<file path="config.mk">
export PLATFORM = sky130hd
export DESIGN_NAME = mips_fetch_stage
export DESIGN_NICKNAME = d
export VERILOG_FILES = /design/src/rtl/mips_fetch_stage.sv
export SDC_FILE = /design/constraint.sdc
export NUM_CORES = 1
export LEC_CHECK = 0
export CORE_MARGIN = 2
export CORE_UTILIZATION = 46
export DETAILED_ROUTE_END_ITERATION = 16
export MAX_ROUTING_LAYER = met4
export PLACE_DENSITY_LB_ADDON = 0.15
export REMOVE_ABC_BUFFERS = 1
export SLEW_MARGIN = 20
export SYNTH_ARGS = -nofsm -noshare
export SYNTH_HDL_FRONTEND = slang
export SYNTH_SLANG_ARGS = --single-unit
</file>
<file path="constraint.sdc">
create_clock -name clk -period 2.7 [get_ports clk]
set_clock_uncertainty 0.2 [all_clocks]
set_input_delay 0.27 -clock clk [delete_from_list [all_inputs] [get_ports clk]]
set_output_delay 0.27 -clock clk [all_outputs]
set_load 0.05 [all_outputs]
</file>
<file path="src/rtl/mips_fetch_stage.sv">
// rtl/mips_fetch_stage.sv - MIPS instruction fetch stage with IF/ID register, skid buffer, branch redirect and halt
module mips_fetch_stage #(
    parameter logic [31:0] RESET_VECTOR = 32'hBFC00000,
    parameter logic [31:0] HALT_ADDR    = 32'h00000000
) (
    input  logic        clk,
    input  logic        reset,
    output logic [31:0] instr_address,
    output logic        instr_read,
    input  logic        instr_waitrequest,
    input  logic [31:0] instr_readdata,
    input  logic        ID_EX_MemReadEn,
    input  logic [4:0]  ID_EX_Rdest,
    input  logic        branch_taken,
    input  logic [31:0] branch_target,
    output logic [31:0] IF_ID_Instruction,
    output logic        IF_ID_valid,
    output logic [31:0] IF_ID_PC,
    output logic        stall,
    output logic        active
);

    typedef enum logic [0:0] {S_FETCH, S_HALTED} state_t;

    state_t      state_q, state_d;
    logic [31:0] pc_q;
    logic        if_id_valid_q;
    logic [31:0] if_id_instr_q;
    logic [31:0] if_id_pc_q;
    logic        skid_valid_q;
    logic [31:0] skid_instr_q;
    logic [31:0] skid_pc_q;
    logic        squash_q;
    logic [31:0] squash_target_q;

    logic halt_now;
    logic accept;
    logic drop;

    // A pending squash means the current PC is a read about to be thrown away, not a real halt.
    assign halt_now = (pc_q == HALT_ADDR) && !squash_q;

    always_ff @(posedge clk) begin
        if (reset) state_q <= S_FETCH;
        else       state_q <= state_d;
    end

    always_comb begin
        state_d = state_q;
        if (state_q == S_FETCH && halt_now)
            state_d = S_HALTED;
    end

    always_comb begin
        instr_read = !reset && (state_q == S_FETCH) && !skid_valid_q && !halt_now;
        active     = reset || (state_q == S_FETCH);
    end

    assign stall = ID_EX_MemReadEn && (ID_EX_Rdest != 5'd0) && if_id_valid_q &&
                   ((ID_EX_Rdest == if_id_instr_q[25:21]) || (ID_EX_Rdest == if_id_instr_q[20:16]));

    assign accept = instr_read && !instr_waitrequest;
    assign drop   = accept && (branch_taken || squash_q);

    always_ff @(posedge clk) begin
        if (reset) begin
            pc_q            <= RESET_VECTOR;
            if_id_valid_q   <= 1'b0;
            if_id_instr_q   <= 32'd0;
            if_id_pc_q      <= 32'd0;
            skid_valid_q    <= 1'b0;
            skid_instr_q    <= 32'd0;
            skid_pc_q       <= 32'd0;
            squash_q        <= 1'b0;
            squash_target_q <= 32'd0;
        end else begin
            if (accept) begin
                squash_q <= 1'b0;
                if (branch_taken)  pc_q <= branch_target;
                else if (squash_q) pc_q <= squash_target_q;
                else               pc_q <= pc_q + 32'd4;
            end else if (branch_taken && instr_read) begin
                // Read in flight: the address must stay put, so remember where to go afterwards.
                squash_q        <= 1'b1;
                squash_target_q <= branch_target;
            end else if (branch_taken) begin
                pc_q <= branch_target;
            end

            if (!stall) begin
                skid_valid_q <= 1'b0;
                if (skid_valid_q && !branch_taken) begin
                    if_id_valid_q <= 1'b1;
                    if_id_instr_q <= skid_instr_q;
                    if_id_pc_q    <= skid_pc_q;
                end else if (accept && !drop) begin
                    if_id_valid_q <= 1'b1;
                    if_id_instr_q <= instr_readdata;
                    if_id_pc_q    <= pc_q;
                end else begin
                    if_id_valid_q <= 1'b0;
                end
            end else if (accept && !drop) begin
                skid_valid_q <= 1'b1;
                skid_instr_q <= instr_readdata;
                skid_pc_q    <= pc_q;
            end
        end
    end

    assign instr_address     = pc_q;
    assign IF_ID_Instruction = if_id_instr_q;
    assign IF_ID_PC          = if_id_pc_q;
    assign IF_ID_valid       = if_id_valid_q & ~stall;

endmodule

</file>
### Word level (Yosys, flattened, before mapping)

Index checks and enable logic that the tools add are counted.

* register bits: 196
* bits of input ports: 74
* output and inout bits: 100
* logic and storage cells: 62

* add/sub/neg operators: 1
* equality and inequality tests: 3
* mux-type cells: 11
* bitwise logic cells: 4
* reductions and logical operators: 33

Operators with widths (number)
* 32-bit 2-to-1 mux: 9
* 32-bit by 3-bit adder with 32-bit output, second input constant: 1
* 32-bit zero test: 1
* 1-bit logical AND: 13
* 5-bit equality test: 2
* 2-bit AND reduction: 4
* 1-bit zero test: 7
* 5-bit nonzero test: 1
* 2-bit nonzero test: 2
* 2-bit OR reduction: 2
* 1-bit logical OR: 3
* 1-bit inverter: 3
* 1-bit 2-to-1 mux: 2
* 2-bit != test, second input constant: 1
* 1-bit bitwise AND: 1

### Logic depth before layout (Yosys ltp)

Gate-level depths: netlist of run 1.

* depth after elaboration: 10
* depth in mapped cells: 11
* gate-level depth less buffers: 8

### Least setup slack after synthesis of run 1

OpenSTA, ideal clock, no wires.

* kind: register -> register
* start point: register pc_q[2] (netlist: instr_address[2])
* end point: register pc_q[28] (netlist: instr_address[28])
* setup time: 0.079 ns
* data arrival time: 2.619 ns
* required time: 2.421 ns
* setup slack: -0.198 ns
* cell stages (with the launch flop): 9
* path buffers: 1
* clock period less this slack: 2.898 ns
* path through: dfxtp_1 ha_1 nand3_1 or4_4 buf_6 or3_4 nor4b_2 a211oi_1 o211ai_1

* word-level cells in the longest chain between the ends: 7
* elaborated cells between the ends (all ways): 13
* those cells by class: add/sub (1); eq/ne (1); mux (3); reduce/logical (8)

RTL lines
* start: declaration: line 26 `logic [31:0] pc_q;`
* start signal: assignment: line 79 `if (branch_taken) pc_q <= branch_target;`
* start signal: assignment: line 80 `else if (squash_q) pc_q <= squash_target_q;`
* start signal: assignment: line 81 `else pc_q <= pc_q + 32'd4;`
* parallel branches: the longest is 7 deep, another holds 32-bit by 3-bit adder with 32-bit output

Several ways; the timed one is not identified.
A chain may end at the register's enable or synchronous reset.

### Worst setup path after layout of run 1

* start point: register pc_q[9] (netlist: instr_address[9])
* end point: output port instr_read

* word-level cells in the longest chain between the ends: 4

RTL lines
* 32-bit zero test: line 41 `assign halt_now = (pc_q == HALT_ADDR) && !squash_q;`
* 1-bit logical AND: line 41
* 1-bit zero test: line 55 `instr_read = !reset && (state_q == S_FETCH) && !skid_valid_q && !halt_now;`
* 1-bit logical AND: line 55
* end: declaration: line 9 `output logic instr_read,`

Every way passes these cells.

==> results_dict.tcl, run 1 <==
set metrics [dict create \
    first_iter_violations 439 \
    power_uw 6790 \
    post_cts_resize_count 0 \
    overflow 0 \
    netlist_area_um2 8910 \
    wl_um 24200 \
    drv_cap 0 \
    rsz0062_at_grt "no" \
    clk_pin_slew_worst_paths_ns 0.08 \
    synth-seq-area-share_pct 44.0 \
    final.setup.tns_ns 0 \
    cp_common_cell "buf_4" \
    grt_start_max_net_pins 73 \
    cp_slowest_cell "nor4_1" \
    final_nets 1280 \
    ff2ff_path_depth 8 \
    whs_endpoint "instr_address[1]$_SDFFE_PP0P_" \
    synth_area_leaders "dfxtp_1, mux2i_1, nor2_1" \
    grt_pass1_vias 7269 \
    power_frac_seq_pct 45.1 \
    cts_max_level 4 \
    worst_pin_slew_ns 0.752 \
    clock_path_buffers 2 \
    start_util_pct 47.3 \
    synth-edff-count 0 \
    vias_per_cell 5.36 \
    crit_cells 6 \
    chipHeight_um 143 \
    p_int_uw 4720 \
    final-hold-violation-count 0 \
    fin_util_pct 63.7 \
    synth_warnings 0 \
    syn_inst 1003 \
    endpoint_kind "output pin" \
    finalSetupViolations 0 \
    rows 50 \
    cts_hold_buf 0 \
    io_pins 174 \
    hold_path_depth 6 \
    die-area_um2 20500 \
    fp.dieW_um 143 \
    path_class "reg2out" \
    antenna_left 0 \
    status "finished, final reports clean" \
    numCtsBuffers 17 \
    arrival_ns 2.16 \
    slowest_delay_ns 0.35 \
    avgSynthCellArea_um2 8.88 \
    crit_buf_inv 3 \
    dpl.hpwl_um 16700 \
    p_comb_share_pct 18.7 \
    path_max_fanout 4 \
    final_common_cell "dfxtp_1" \
    fmax_mhz 380 \
    crit_family "simple AND/OR/NAND/NOR gates" \
    grt_pass1_wl_um 38500 \
    worstHoldStart "reset" \
    cts_sinks 196 \
    p_per_area_nw_per_um2 566 \
    synth_top_cell_area_share_pct 44.0 \
    min_period_over_period_pct 97.3 \
    ys_async_sr_fraction_pct 0 \
    grt.total_usage_pct 24.4 \
    area.growth.synth_to_final_pct 34.6 \
    ys.flop_type "dfxtp_1" \
    swShare_pct 30.5 \
    whs_ns 0.196 \
    wire_per_inst_um 16.4 \
    power.share.clock_pct 36.2 \
    r2r_start "instr_address[9]$_SDFFE_PP0P_" \
    crit_path_start_kind "flip-flop" \
    final_cell_mix "dfxtp_1, clkdlybuf4s50_1, nor2_1, mux2i_1, nand2_1" \
    drc 0 \
    post_cts.repair.setup_buffers 0 \
    switching_power_uw 2070 \
    p_leak_uw 0.00522 \
    cts-root-buf "clkbuf_16" \
    vdd_drop_max_uv 518 \
    required_ns 2.23 \
    slew_violations 0 \
    min_path_type "in2reg" \
    antenna_cells 0 \
    r2r-end "instr_address[27]$_SDFFE_PP1P_" \
    vias 7924 \
    antenna_found_initial 0 \
    gp_congestion 0.870 \
    slew_headroom_pct 49.9 \
    fin_crit_ns 2.63 \
    drtPass1Iterations 4 \
    r2r_slack_ns 0.11 \
    cp_cell_sequence "nor4_1 -> buf_4 -> nand4_1 -> o21a_2 -> buf_4 -> buf_12" \
    synth-seq-cells 196 \
    drive_gt1_share_pct 12.5 \
    yosysUniqueCellTypes 58 \
    clkLatencyLatePin_ns 0.44 \
    coreArea_um2 18800 \
    synth_largest_area_cell "dfxtp_1" \
    cts_tree "built" \
    portBuffers 173 \
]
[power groups by stage]
stage          clock (uW)  sequential, uW  combinational [uW]
2_1_floorplan           0            3470                 351
3_3_place_gp            0            3130                1260
3_5_place_dp            0            3130                1270
4_1_cts              2500            3060                1270
5_1_grt              2620            3070                1360
6_report             2460            3060                1270
[sequential cells by signal, summed over array words and instances, names as in the netlist]
signal             flops
IF_ID_Instruction     32
IF_ID_PC              32
if_id_valid_q          1
instr_address         32
skid_instr_q          32
skid_pc_q             32
skid_valid_q           1
squash_q               1
squash_target_q       32
state_q                1
[worst reg2reg max path, stage by stage (launching register included)]
cell     delay (ns)
dfxtp_1        0.32
nor4_1         0.35
buf_4          0.17
nand4_1        0.21
o21a_1         0.27
buf_4          0.24
o21ai_0        0.25
o31ai_1        0.11
a221o_1        0.34
[synthesized netlist by cell type (all sizes together), types with 3 or more instances]
master and n:
buf 39, a211o 4, or3 4, o221ai 8, o21ai 23, a31oi 4
a211oi 71, mux2i 132, nor2 164, nor3 11, nand4 10, mux2 4
xor2 3, dfxtp 196, o211ai 8, nand3 18, nor4 12, nand2 102
a2bb2oi 3, a21oi 59, a22oi 5, xnor2 19, a311oi 3, o21a 6
clkbuf 47, and4 3, or4 3, o22ai 9, inv 10
[through the flow]
| step | area (um2) | worst slack [ns] | cells |
|---|---|---|---|
| after floorplan | 8490 | -5.52 | 917 |
| after CTS | 12000 | 0.0412 | 1477 |
| after global placement | 11400 | 0.0200 | 1445 |
| after detailed placement | 11400 | -0.0303 | 1445 |
| final | 12000 | 0.0717 | 1477 |
| after global routing | 12000 | 0.00380 | 1477 |
[routing by layer]
metal / global-route usage [%] / wire, um / share of wire, % / up-vias
li1: - / - / - / 3969
met1: 33.0 / 11500 / 48 / 3718
met2: 37.9 / 11300 / 47 / 214
met3: 3.92 / 1150 / 4.7 / 23
met4: 6.62 / 291 / 1.2 / 0
met5: - / 0 / 0 / -
[final cells by class]
class / count / area (um2)
clock inverters: 15 / 135
repair buffers: 268 / 2600
inverters: 11 / 41.3
fillers: 1616 / 6840
multi-input cells: 710 / 4540
clock buffers: 17 / 425
flip-flops and latches: 196 / 3920
well taps: 260 / 325
[cells by family after synthesis]
family	count (synthesis)	synth area share (%)
AND/OR/NAND/NOR	333	16.3
buffers and inverters	97	5.22
flip-flops	196	44.0
multiplexers	136	15.6
XOR/XNOR	22	2.16
AO/OA/AOI/OAI	217	16.4
adder cells (fa/ha/maj)	2	0.281
[worst max path at each step]
stage	start	to
CTS	instr_address[9]$_SDFFE_PP0P_	instr_read
floorplan	branch_taken	IF_ID_Instruction[0]$_SDFFE_PP0P_
finish	instr_address[9]$_SDFFE_PP0P_	instr_read
global route	instr_address[9]$_SDFFE_PP0P_	instr_read
global placement	branch_taken	IF_ID_Instruction[11]$_SDFFE_PP0P_
detailed placement	branch_taken	IF_ID_Instruction[2]$_SDFFE_PP0P_
No activity file was read; power rests on OpenSTA's default activity.
==> run 2: changes to the inputs <==
Settings changed: CORE_MARGIN 2 to 3.
==> run 2 against run 1 <==
Critical path depth down 1. Register-to-register slack better by 0.02 ns. Flip-flop and latch count unchanged. Power up 2.4%. Global-route usage down 1.1 points. Clock-buffer cell count up 1. Setup slack better by 0.041 ns. Maximum frequency up 1.6%. Hold slack better by 0.015 ns. Combinational power about the same. Core utilization down 0.46 points. Largest power group unchanged.
==> results_dict.tcl, run 2 (synthesis gave the netlist of run 1 again) <==
set metrics [dict create \
    first_iter_violations 495 \
    overflow 0 \
    fmax_mhz 386 \
    final_cell_mix "dfxtp_1, clkdlybuf4s50_1, nor2_1, mux2i_1, nand2_1" \
    grt_pass1_vias 7408 \
    vias 7893 \
    drive_gt1_share_pct 11.6 \
    final_common_cell "dfxtp_1" \
    rows 50 \
    antenna_found_initial 2 \
    io_pins 174 \
    p_leak_uw 0.00517 \
    chipHeight_um 145 \
    required_ns 2.23 \
    placed_cell_area_um2 11300 \
    area.growth.synth_to_final_pct 34.0 \
    p_per_area_nw_per_um2 582 \
    wl_um 24300 \
    slew_headroom_pct 47.6 \
    cts-root-buf "clkbuf_16" \
    slew_violations 0 \
    arrival_ns 2.12 \
    multi_input_area_um2 4540 \
    status "finished, final reports clean" \
    antenna_left 0 \
    wire_per_inst_um 16.6 \
    dpl.hpwl_um 16500 \
    vias_per_cell 5.38 \
    post-route-cell-area_um2 11900 \
    drc 0 \
    fillers 1652 \
    fin_crit_ns 2.59 \
    gp_congestion 0.875 \
    grt.total_usage_pct 23.2 \
    grt_pass1_wl_um 39300 \
    crit_path_start_kind "flip-flop" \
    drv_cap 0 \
    clkLatencyLatePin_ns 0.43 \
    min_path_type "in2reg" \
    numCtsBuffers 17 \
    regArea_um2 3920 \
    drtPass1Iterations 6 \
    endpoint_kind "output pin" \
    min_period_over_period_pct 95.8 \
    path_max_fanout 7 \
    path_class "reg2out" \
    finalSetupViolations 0 \
    final-hold-violation-count 0 \
    vdd_drop_max_uv 460 \
    fin_util_pct 63.2 \
    rsz0062_at_grt "yes" \
    cts_tree "built" \
    final.setup.tns_ns 0 \
    portBuffers 173 \
    fp.dieW_um 145 \
    clock_path_buffers 2 \
    grt_start_max_net_pins 75 \
    start_util_pct 47.2 \
    cts_sinks 196 \
    final_nets 1269 \
    cts_max_level 4 \
    worst_pin_slew_ns 0.786 \
    clk_pin_slew_worst_paths_ns 0.08 \
    die-area_um2 21100 \
    coreArea_um2 18900 \
]
==> run 2: cell type report <==
cell class	count	share of cell area (%)
diodes	2	0.0419
clock buffers	18	3.68
clock inverters	14	1.41
inverters	11	0.346
multi-input cells	710	38.0
flip-flops and latches	196	32.8
well taps	260	2.72
repair buffers	257	21.0
==> run 2: per-stage QoR <==
step                power (uW)  hold WS (ns)  std cells  worst slack (ns)
detailed placement        4390         0.247       1431           -0.0373
finish                    6960         0.211       1468             0.113
global placement          4380         0.242       1431            0.0158
global route              7220         0.218       1468           -0.0362
CTS                       7000         0.185       1463            0.0742
floorplan                 3820         0.139        917             -5.52
==> run 2: timing repair <==
action / CTS / global route
endpoints found under the setup margin: 0 / 34
hold buffers: 0 / 0
buffers inserted: 0 / 3
resized for setup: 0 / 3
==> run 2: worst max-delay path, stage by stage (launching register included) <==
cell,delay [ns]
dfxtp_1,0.31
nor4_1,0.42
nand4_1,0.25
o21a_1,0.33
buf_4,0.21
buf_12,0.15
==> run 2: power by group <==
group / internal, uW / leakage, uW / switching, uW
Sequential: 2990 / 0.00159 / 68.4
Combinational: 503 / 0.00329 / 762
Clock: 1420 / 0.000289 / 1210
==> run 2: worst paths after layout <==
kind	from	endpoint	slack, ns	cells after the start
worst max-delay path	instr_address[9]$_SDFFE_PP0P_	instr_read	0.11	5
worst min-delay path	branch_target[27]	squash_target_q[27]$_SDFFE_PP0P_	0.21	3
worst max register to register	instr_address[9]$_SDFFE_PP0P_	instr_address[22]$_SDFFE_PP1P_	0.13	7
worst min register to register	squash_target_q[4]$_SDFFE_PP0P_	squash_target_q[4]$_SDFFE_PP0P_	0.26	2
==> run 2: routing by layer <==
metal	vias up	global-route usage [%]	routed length [um]
met3	30	4.75	1230
met2	239	36.5	11400
met5	-	-	0
met4	0	6.03	314
met1	3662	30.9	11500
li1	3962	-	-
==> run 3: changes to the inputs <==
Settings changed: CAP_MARGIN set to 20, SLEW_MARGIN 20 to 10.
==> results of run 3 <==
No change in the layout: final DEF, timing and power equal those of run 2.
